`src/rtl/fuzz_result_logger.sv`:
```
// fuzz_result_logger
// Snoops the fuzzer-to-IP Wishbone bus plus the fuzzer's anomaly outputs and
// builds one result record per fuzz round. Records go into a first-word-fall-
// through FIFO for host readout. Round, anomaly and drop counters are kept
// alongside, and halt_fuzz latches once the anomaly count hits a threshold.

module fuzz_result_logger #(
   parameter int LOG_DEPTH      = 16,
   parameter int HALT_THRESHOLD = 4,
   parameter int LAT_WIDTH      = 8
) (
   input  logic                 clk,
   input  logic                 rst,
   input  logic                 clear,
   input  logic                 log_all,
   input  logic [31:0]          wb_addr,
   input  logic [31:0]          wb_data,
   input  logic                 wb_stb,
   input  logic                 wb_cyc,
   input  logic                 wb_ack,
   input  logic                 wb_err,
   input  logic [31:0]          wb_data_o,
   input  logic                 crash_detected,
   input  logic                 hang_detected,
   input  logic                 overflow_detected,
   input  logic                 round_done,
   output logic                 rec_valid,
   input  logic                 rec_ready,
   output logic [31:0]          rec_addr,
   output logic [31:0]          rec_wdata,
   output logic [31:0]          rec_rdata,
   output logic [4:0]           rec_flags,
   output logic [LAT_WIDTH-1:0] rec_latency,
   output logic [15:0]          rec_round,
   output logic [31:0]          round_count,
   output logic [15:0]          anomaly_count,
   output logic [15:0]          drop_count,
   output logic                 halt_fuzz
);

   localparam int PTR_W = $clog2(LOG_DEPTH);
   localparam int CNT_W = PTR_W + 1;

   typedef enum logic [1:0] {
      IDLE = 2'd0,
      BUS  = 2'd1,
      RESP = 2'd2
   } state_t;

   typedef struct packed {
      logic [31:0]          addr;
      logic [31:0]          wdata;
      logic [31:0]          rdata;
      logic [4:0]           flags;
      logic [LAT_WIDTH-1:0] lat;
      logic [15:0]          round;
   } rec_t;

   // Saturating increment of the bus-latency counter.
   function automatic logic [LAT_WIDTH-1:0] lat_sat_inc(input logic [LAT_WIDTH-1:0] v);
      return (&v) ? v : v + LAT_WIDTH'(1);
   endfunction

   // Saturating increment of the 16-bit status counters.
   function automatic logic [15:0] sat_inc16(input logic [15:0] v);
      return (&v) ? v : v + 16'd1;
   endfunction

   state_t               state;
   state_t               state_next;

   logic [31:0]          sh_addr;
   logic [31:0]          sh_wdata;
   logic [31:0]          sh_rdata;
   logic                 sh_err;
   logic [LAT_WIDTH-1:0] lat_cnt;
   logic                 stk_crash;
   logic                 stk_hang;
   logic                 stk_ovf;

   rec_t                 mem [LOG_DEPTH];
   logic [PTR_W-1:0]     wptr;
   logic [PTR_W-1:0]     rptr;
   logic [CNT_W-1:0]     count;

   rec_t                 new_rec;
   rec_t                 head;
   logic                 anomalous;
   logic                 push_req;
   logic                 push_ok;
   logic                 pop;
   logic                 full;
   logic                 drop;

   // FSM state register; clear restarts the round tracking as well.
   always_ff @(posedge clk) begin
      if (rst || clear) begin
         state <= IDLE;
      end else begin
         state <= state_next;
      end
   end

   // Next-state: only the first transaction of a round is tracked, and the
   // end of a round always returns to IDLE regardless of bus progress.
   always_comb begin
      state_next = state;
      unique case (state)
         IDLE:    if (wb_cyc && wb_stb) state_next = BUS;
         BUS:     if (wb_ack || wb_err) state_next = RESP;
         RESP:    state_next = RESP;
         default: state_next = IDLE;
      endcase
      if (round_done) begin
         state_next = IDLE;
      end
   end

   // Shadow capture of the round's transaction, latency count and sticky
   // anomaly flags; everything is wiped once the round's record is formed.
   always_ff @(posedge clk) begin
      if (rst || clear || round_done) begin
         sh_addr   <= '0;
         sh_wdata  <= '0;
         sh_rdata  <= '0;
         sh_err    <= 1'b0;
         lat_cnt   <= '0;
         stk_crash <= 1'b0;
         stk_hang  <= 1'b0;
         stk_ovf   <= 1'b0;
      end else begin
         stk_crash <= stk_crash | crash_detected;
         stk_hang  <= stk_hang  | hang_detected;
         stk_ovf   <= stk_ovf   | overflow_detected;
         unique case (state)
            IDLE: begin
               if (wb_cyc && wb_stb) begin
                  sh_addr  <= wb_addr;
                  sh_wdata <= wb_data;
                  lat_cnt  <= '0;
               end
            end
            BUS: begin
               lat_cnt <= lat_sat_inc(lat_cnt);
               if (wb_ack || wb_err) begin
                  sh_rdata <= wb_data_o;
                  sh_err   <= wb_err;
               end
            end
            default: ;
         endcase
      end
   end

   // Record assembled from the shadows plus this cycle's flag inputs, so a
   // flag pulse coinciding with round_done is still captured. In BUS the
   // latency includes the increment of the closing edge, matching the value
   // that an ack on that same edge would have latched.
   always_comb begin
      new_rec       = '0;
      new_rec.round = round_count[15:0];
      new_rec.flags = {state != RESP,
                       (state == RESP) && sh_err,
                       stk_ovf   | overflow_detected,
                       stk_hang  | hang_detected,
                       stk_crash | crash_detected};
      unique case (state)
         BUS: begin
            new_rec.addr  = sh_addr;
            new_rec.wdata = sh_wdata;
            new_rec.lat   = lat_sat_inc(lat_cnt);
         end
         RESP: begin
            new_rec.addr  = sh_addr;
            new_rec.wdata = sh_wdata;
            new_rec.rdata = sh_rdata;
            new_rec.lat   = lat_cnt;
         end
         default: ;
      endcase
   end

   assign anomalous = |new_rec.flags;
   assign push_req  = round_done && !clear && (log_all || anomalous);
   assign full      = (count == CNT_W'(LOG_DEPTH));
   assign pop       = rec_valid && rec_ready;
   assign push_ok   = push_req && (!full || pop);
   assign drop      = push_req && full && !pop;

   // FIFO storage; contents are only meaningful below the occupancy count.
   always_ff @(posedge clk) begin
      if (push_ok) begin
         mem[wptr] <= new_rec;
      end
   end

   // FIFO pointers and occupancy.
   always_ff @(posedge clk) begin
      if (rst || clear) begin
         wptr  <= '0;
         rptr  <= '0;
         count <= '0;
      end else begin
         if (push_ok) wptr <= wptr + PTR_W'(1);
         if (pop)     rptr <= rptr + PTR_W'(1);
         unique case ({push_ok, pop})
            2'b10:   count <= count + CNT_W'(1);
            2'b01:   count <= count - CNT_W'(1);
            default: count <= count;
         endcase
      end
   end

   // Round, anomaly and drop counters plus the latched halt request.
   always_ff @(posedge clk) begin
      if (rst || clear) begin
         round_count   <= '0;
         anomaly_count <= '0;
         drop_count    <= '0;
         halt_fuzz     <= 1'b0;
      end else begin
         if (round_done) begin
            round_count <= round_count + 32'd1;
            if (anomalous) anomaly_count <= sat_inc16(anomaly_count);
         end
         if (drop) drop_count <= sat_inc16(drop_count);
         if (HALT_THRESHOLD != 0 && anomaly_count >= 16'(HALT_THRESHOLD)) begin
            halt_fuzz <= 1'b1;
         end
      end
   end

   // Head of the FIFO presented directly; outputs read as zero when empty.
   assign head        = mem[rptr];
   assign rec_valid   = (count != '0);
   assign rec_addr    = rec_valid ? head.addr  : '0;
   assign rec_wdata   = rec_valid ? head.wdata : '0;
   assign rec_rdata   = rec_valid ? head.rdata : '0;
   assign rec_flags   = rec_valid ? head.flags : '0;
   assign rec_latency = rec_valid ? head.lat   : '0;
   assign rec_round   = rec_valid ? head.round : '0;

endmodule
```
`config.mk`:
```
export PLATFORM = sky130hd
export DESIGN_NAME = fuzz_result_logger
export DESIGN_NICKNAME = d
export VERILOG_FILES = /design/src/rtl/fuzz_result_logger.sv
export SDC_FILE = /design/constraint.sdc
export NUM_CORES = 2
export LEC_CHECK = 0
export CAP_MARGIN = 10
export CORE_ASPECT_RATIO = 0.75
export CORE_MARGIN = 3
export CORE_UTILIZATION = 52
export DETAILED_ROUTE_END_ITERATION = 7
export PLACE_DENSITY = 0.8
export RECOVER_POWER = 100
export SYNTH_ARGS = -nofsm -noshare
export SYNTH_HDL_FRONTEND = slang
export SYNTH_SLANG_ARGS = --single-unit
```
`constraint.sdc`:
```
create_clock -name clk -period 13.2 [get_ports clk]
set_input_delay 1.32 -clock clk [delete_from_list [all_inputs] [get_ports clk]]
set_output_delay 1.32 -clock clk [all_outputs]
set_load 0.02 [all_outputs]
```
=== Word-level counts from Yosys, hierarchy flattened ===
Memories as Yosys holds them, arrays and structs flattened. A register that Yosys moved wholly into a read port is not among the register bits.
Index checks and enable logic that the tools add are counted.

* Register bits after elaboration: 188
* Latch bits: 0
* Memory bits (writable): 2000
* Memory bits (read-only): 0
* Output and inout port bits: 191
* Memories: 1

{| class="wikitable"
|+ Memory list
! name !! depth !! width !! rd ports !! clocked after memory_dff !! write ports !! RTL line !! text
|-
| mem || 16 || 125 || 1 || 1 || 1 || 81 || <nowiki>rec_t mem [LOG_DEPTH];</nowiki>
|}

* $add $sub $neg: 8
* Multiply operators: 0
* Divide/modulo/power cells: 0
* Magnitude comparators: 1
* Equality and inequality tests: 8
* Shift operators: 0
* Mux-type cells: 20
* Bitwise logic cells: 5
* Reduce and logical (&&, ||, !) cells: 32

{| class="wikitable"
|+ Operator list
! kind !! number
|-
| $mux 32 || 4
|-
| $mux 64 || 1
|-
| $add 16x1->16 const B || 2
|-
| $add 32x1->32 const B || 1
|-
| $pmux 8 s2 || 2
|-
| $reduce_and 16->1 || 2
|-
| $mux 8 || 3
|-
| $ge 16x3->1 const B || 1
|-
| $mux 16 || 1
|-
| $pmux 5 s2 || 1
|-
| $reduce_and 2->1 || 5
|-
| $add 4x1->4 const B || 2
|-
| $add 8x1->8 const B || 1
|-
| $logic_and 1x1->1 || 8
|-
| $mux 4 || 2
|-
| $reduce_and 8->1 || 1
|-
| $ne 2x2->1 const B || 3
|-
| $pmux 2 s3 || 1
|-
| $add 5x1->5 const B || 1
|-
| $eq 5x5->1 const B || 1
|-
| $logic_or 1x1->1 || 5
|-
| $mux 5 || 1
|-
| $reduce_bool 5->1 || 1
|-
| $reduce_or 5->1 || 1
|-
| 12 further kinds || 23
|}

=== Depth between registers and ports, before layout ===
* Word-level depth: 8
* Gate-level depth with buffers: 12
* Mapped depth without buffers: 11

=== Worst setup path before layout ===
OpenSTA, ideal clock, no wires.

* Path type: input to register
* From: in round_done
* To: mem mem[0][0] in the netlist's numbering, enable pin
* Setup time: 0.762 ns
* Arrival: 10.783 ns
* Data required time: 12.438 ns
* Path slack: 1.655 ns
* Stages on the path: 6
* Path through: buf_2 -> nor2b_1 -> o31ai_4 -> nor2_1 -> nand2_1 -> nor3_1

* Longest elaborated chain between the ends: 5

{| class="wikitable"
|+ RTL lines
! what !! RTL line !! text
|-
| start: declaration || 26 || <nowiki>input logic round_done,</nowiki>
|-
| $logic_and 1x1->1 (2 in series) || 184 || <nowiki>assign push_req = round_done && !clear && (log_all || anomalous);</nowiki>
|-
| $logic_and 1x1->1 || 187 || <nowiki>assign push_ok = push_req && (!full || pop);</nowiki>
|-
| $mux 1 || 192 || <nowiki>if (push_ok) begin</nowiki>
|-
| $mux 1 (not written as such) || 193 || <nowiki>mem[wptr] <= new_rec;</nowiki>
|-
| end: declaration || 81 ||
|}

No other way between the ends.

=== Final worst setup path ===
* From: reg state[0]
* To: mem mem[15][38] in the netlist's numbering, enable pin

* Longest elaborated chain between the ends: 8
* Elaborated cells between the ends (all ways): 9
* Those cells by class: eq/ne: 2; mux: 2; reduce/logical: 5

{| class="wikitable"
|+ RTL lines
! what !! RTL line !! text
|-
| start: declaration || 69 || <nowiki>state_t state;</nowiki>
|-
| start signal: assignment || 100 || <nowiki>state <= state_next;</nowiki>
|-
| $eq 2x2->1 || 163 || <nowiki>(state == RESP) && sh_err,</nowiki>
|-
| $logic_and 1x1->1 || 163 ||
|-
| $reduce_or 5->1 * || 183 || <nowiki>assign anomalous = |new_rec.flags;</nowiki>
|-
| $logic_or 1x1->1 * || 184 ||
|-
| $logic_and 1x1->1 * || 184 ||
|-
| $logic_and 1x1->1 * || 187 ||
|-
| $mux 1 * || 192 ||
|-
| $mux 1 (not written as such) * || 193 ||
|}

Every way passes the cells marked *; elsewhere a longest branch is shown, timed or not.

==> flow_metrics.env <==
export IMPL_synth_area_leader_cell="edfxtp_1"
export IMPL_setup_tns_final_ns=0
export IMPL_synth_cell_types=67
export IMPL_max_slew_margin_rel=-2.20
export IMPL_grt_ovfl_total=0
export IMPL_crit_arrival_ns=10.03
export IMPL_gp_congestion=0.759
export IMPL_final_cell_mix="edfxtp_1 (2,000), mux4_2 (625), nand2_1 (252), clkbuf_16 (201), dfxtp_1 (188)"
export IMPL_min_to="sh_addr[21]$_SDFFE_PP0P_"
export IMPL_worstHoldStart="sh_addr[21]$_SDFFE_PP0P_"
export IMPL_cp_common_cell="clkbuf_1"
export IMPL_final_util=0.602
export IMPL_p_total_mw=13.9
export IMPL_hp_class="reg -> reg"
export IMPL_cts_resized=0
export IMPL_numPortBuffers=299
export IMPL_end_kind="flop"
export IMPL_track_usage=0.244
export IMPL_fp_dieW_um=472
export IMPL_ff2ff_path_depth=9
export IMPL_grt_first_pass_wirelength_mm=298
export IMPL_fin_nets=4528
export IMPL_final_common_cell="edfxtp_1"
export IMPL_synth_xor_xnor_area_share=0.00393
export IMPL_cp_slowest_stage_delay_ns=2.47
export IMPL_rrSetupSlack_ns=3.50
export IMPL_avgSynthCellArea_um2=20.8
export IMPL_synthAdderAreaFrac=0.00222
export IMPL_max_clock_freq_mhz=103
export IMPL_ys_seq_area_frac=0.755
export IMPL_ios=300
export IMPL_critPathKind="reg -> reg"
export IMPL_violations="max-capacitance violations, max-slew violations"
export IMPL_drc=0
export IMPL_fp_coreArea_um2=161000
export IMPL_hpwl_mm=103
export IMPL_min_path_cells=2
export IMPL_synthTopCellsByArea="edfxtp_1 (71%), mux4_2 (17%), dfxtp_1 (4.5%)"
export IMPL_grt_max_degree=165
export IMPL_async_reset_ff_frac=0
export IMPL_die_area_um2=168000
export IMPL_slew_viol_final=1876
export IMPL_ant_nets=0
export IMPL_drive_gt1_frac=0.220
export IMPL_vias=41900
export IMPL_post_cts_buffers=0
export IMPL_synth_top_cell_area_share=0.710
export IMPL_fp_dieH_um=355
export IMPL_vdd_drop_max_mv=0.120
export IMPL_finalHoldViolCount=0
export IMPL_worstSetupStartpointType="flop"
export IMPL_synth_top_family_by_area="multiplexers"
export IMPL_yosys_warnings=0
export IMPL_placementRows=127
export IMPL_cts_made_buffers=201
export IMPL_grt_setup_unrepaired="no"
export IMPL_holdWs_ns=0.452
export IMPL_drt_pass1_iter_count=7
export IMPL_tightestPinTransition_ns=4.80
export IMPL_synth_compound_area_frac=0.0149
export IMPL_first_iter_violations=5368
export IMPL_crit_slowest_cell="clkbuf_1"
export IMPL_syn_instance_count=4062
export IMPL_finalSetupViolCount=0
export IMPL_syn_num_nets=4186
export IMPL_r2r_start="state[0]$_SDFFE_PP0P_"
export IMPL_detail_route_wl_per_cell_um=30.1
export IMPL_clkSinkCount=2192
export IMPL_yosys_area_share_simple=0.0432
export IMPL_postRouteWirelength_mm=202
export IMPL_cts_tree="done"
export IMPL_drv_cap=46
export IMPL_ys_flop_type="edfxtp_1"
export IMPL_worstSkewPairLatency_ns=0.83
export IMPL_antenna_found_initial=11
export IMPL_crit_chain="inv_1, ha_1, clkbuf_1, or4b_1, o31a_1, nand3_1, nor2_1, clkbuf_1, clkbuf_1"
export IMPL_worstPathMaxFanout=42
export IMPL_status="finished with violations"
export IMPL_synth_edf_count=2000
export IMPL_period_share=0.735
export IMPL_cp_required_ns=13.53
export IMPL_p_per_area_nw_per_um2=144
export IMPL_first_global_vias=43500
export IMPL_cts_root_buffer="clkbuf_16"
export IMPL_min_period_ns=9.70
export IMPL_cts_hold_buf=0
export IMPL_synth_mux_area_fraction=0.167
export IMPL_skew_ns=0.0443
export IMPL_synth_area_um2=84600
export IMPL_ctsHtreeMaxLevel=4
export IMPL_area_delta_synth_final_pct=14.5
export IMPL_path_clk_slew_ns=0.06
export IMPL_worstReg2RegEnd="mem[15][38]$_DFFE_PP_"
export IMPL_cts_buffer_depth=3
export IMPL_p_leak_nw=33.9
export IMPL_initial_core_util=0.526
export IMPL_ys_ff_latch=2192
export IMPL_viasPerCell=6.24
-- state kept, by name (all words and copies together), names as in the netlist, named ones only --
signal         count
mem             2000
round_count       32
sh_addr           32
sh_rdata          32
sh_wdata          32
anomaly_count     16
drop_count        16
lat_cnt            8
count              5
rptr               4
wptr               4
state              2
halt_fuzz          1
sh_err             1
stk_crash          1
stk_hang           1
stk_ovf            1
-- cell type report --
| class | instances | area (µm²) |
|---|---|---|
| clock buffer | 262 | 5490 |
| sequential | 2192 | 63900 |
| tap | 2128 | 2660 |
| multi-input combinational | 1610 | 19600 |
| antenna | 8 | 20.0 |
| inverter | 21 | 78.8 |
| timing repair buffer | 378 | 3490 |
| fill | 10900 | 63900 |
| clock inverter | 117 | 1580 |
-- worst max-delay path by stage --
| stage | start | endpoint | slack [ns] |
|---|---|---|---|
| 6_report | state[0]$_SDFFE_PP0P_ | mem[15][38]$_DFFE_PP_ | 3.50 |
| 5_1_grt | flop | rec_rdata[14] | 3.14 |
| 4_1_cts | flop | rec_wdata[2] | 6.44 |
| 3_5_place_dp | round_done | mem[0][93]$_DFFE_PP_ | 7.01 |
| 3_3_place_gp | round_done | mem[0][118]$_DFFE_PP_ | 6.99 |
| 2_1_floorplan | round_done | mem[0][0]$_DFFE_PP_ | 1.66 |
-- layer usage --
metal / share of wire / global-route usage / vias up
met2: 0.50 / 0.394 / 2187
met1: 0.38 / 0.337 / 22100
met3: 0.094 / 0.0547 / 316
met5: 0.000054 / 0 / -
li1: - / - / 17300
met4: 0.025 / 0.0708 / 2
-- per-stage QoR --
step	setup slack, ns	cells	instance area, µm²
after detailed placement	7.01	6329	90100
after floorplan	1.66	4062	84600
after CTS	6.44	6708	97200
final	3.50	6716	96900
after global routing	3.14	6713	96900
after global placement	6.99	6329	90100
-- synth_stat cells (11+ instances only) --
cell,instances
a21oi_1,129
and2_1,226
buf_2,57
buf_4,16
clkbuf_1,155
dfxtp_1,192
edfxtp_1,2000
ha_1,15
inv_1,19
mux4_2,625
nand2_1,251
nand3_1,25
nand4_1,17
nor2_1,75
nor3_1,25
nor4_1,19
o21ai_0,27
or3_1,14
or4_1,11
xnor2_1,28
-- critical path: cells and delay by family, from the launching register on --
| family | cells | cell delay [ns] |
|---|---|---|
| AND/OR/NAND/NOR | 3 | 2.88 |
| adder cells (fa/ha/maj) | 1 | 0.20 |
| flip-flops | 1 | 0.37 |
| buffers and inverters | 4 | 5.28 |
| AO/OA/AOI/OAI | 1 | 0.35 |
-- logic make-up (layout without fill, tap and decap cells) --
kind of cell,count (synthesis),after routing
flip-flops,2192,2192
AND/OR/NAND/NOR,710,710
multiplexers,632,632
buffers and inverters,260,778
AO/OA/AOI/OAI,215,215
XOR/XNOR,38,38
adder cells (fa/ha/maj),15,15
other,0,8
-- power by group --
group / internal [mW] / leakage, nW / switching, mW
clock: 3.55 / 3.45 / 2.59
combinational: 0.125 / 6.56 / 0.174
sequential: 7.48 / 23.9 / 0.00954
total: 11.2 / 33.9 / 2.77
Note: power is estimated with default switching activity, not from simulation.
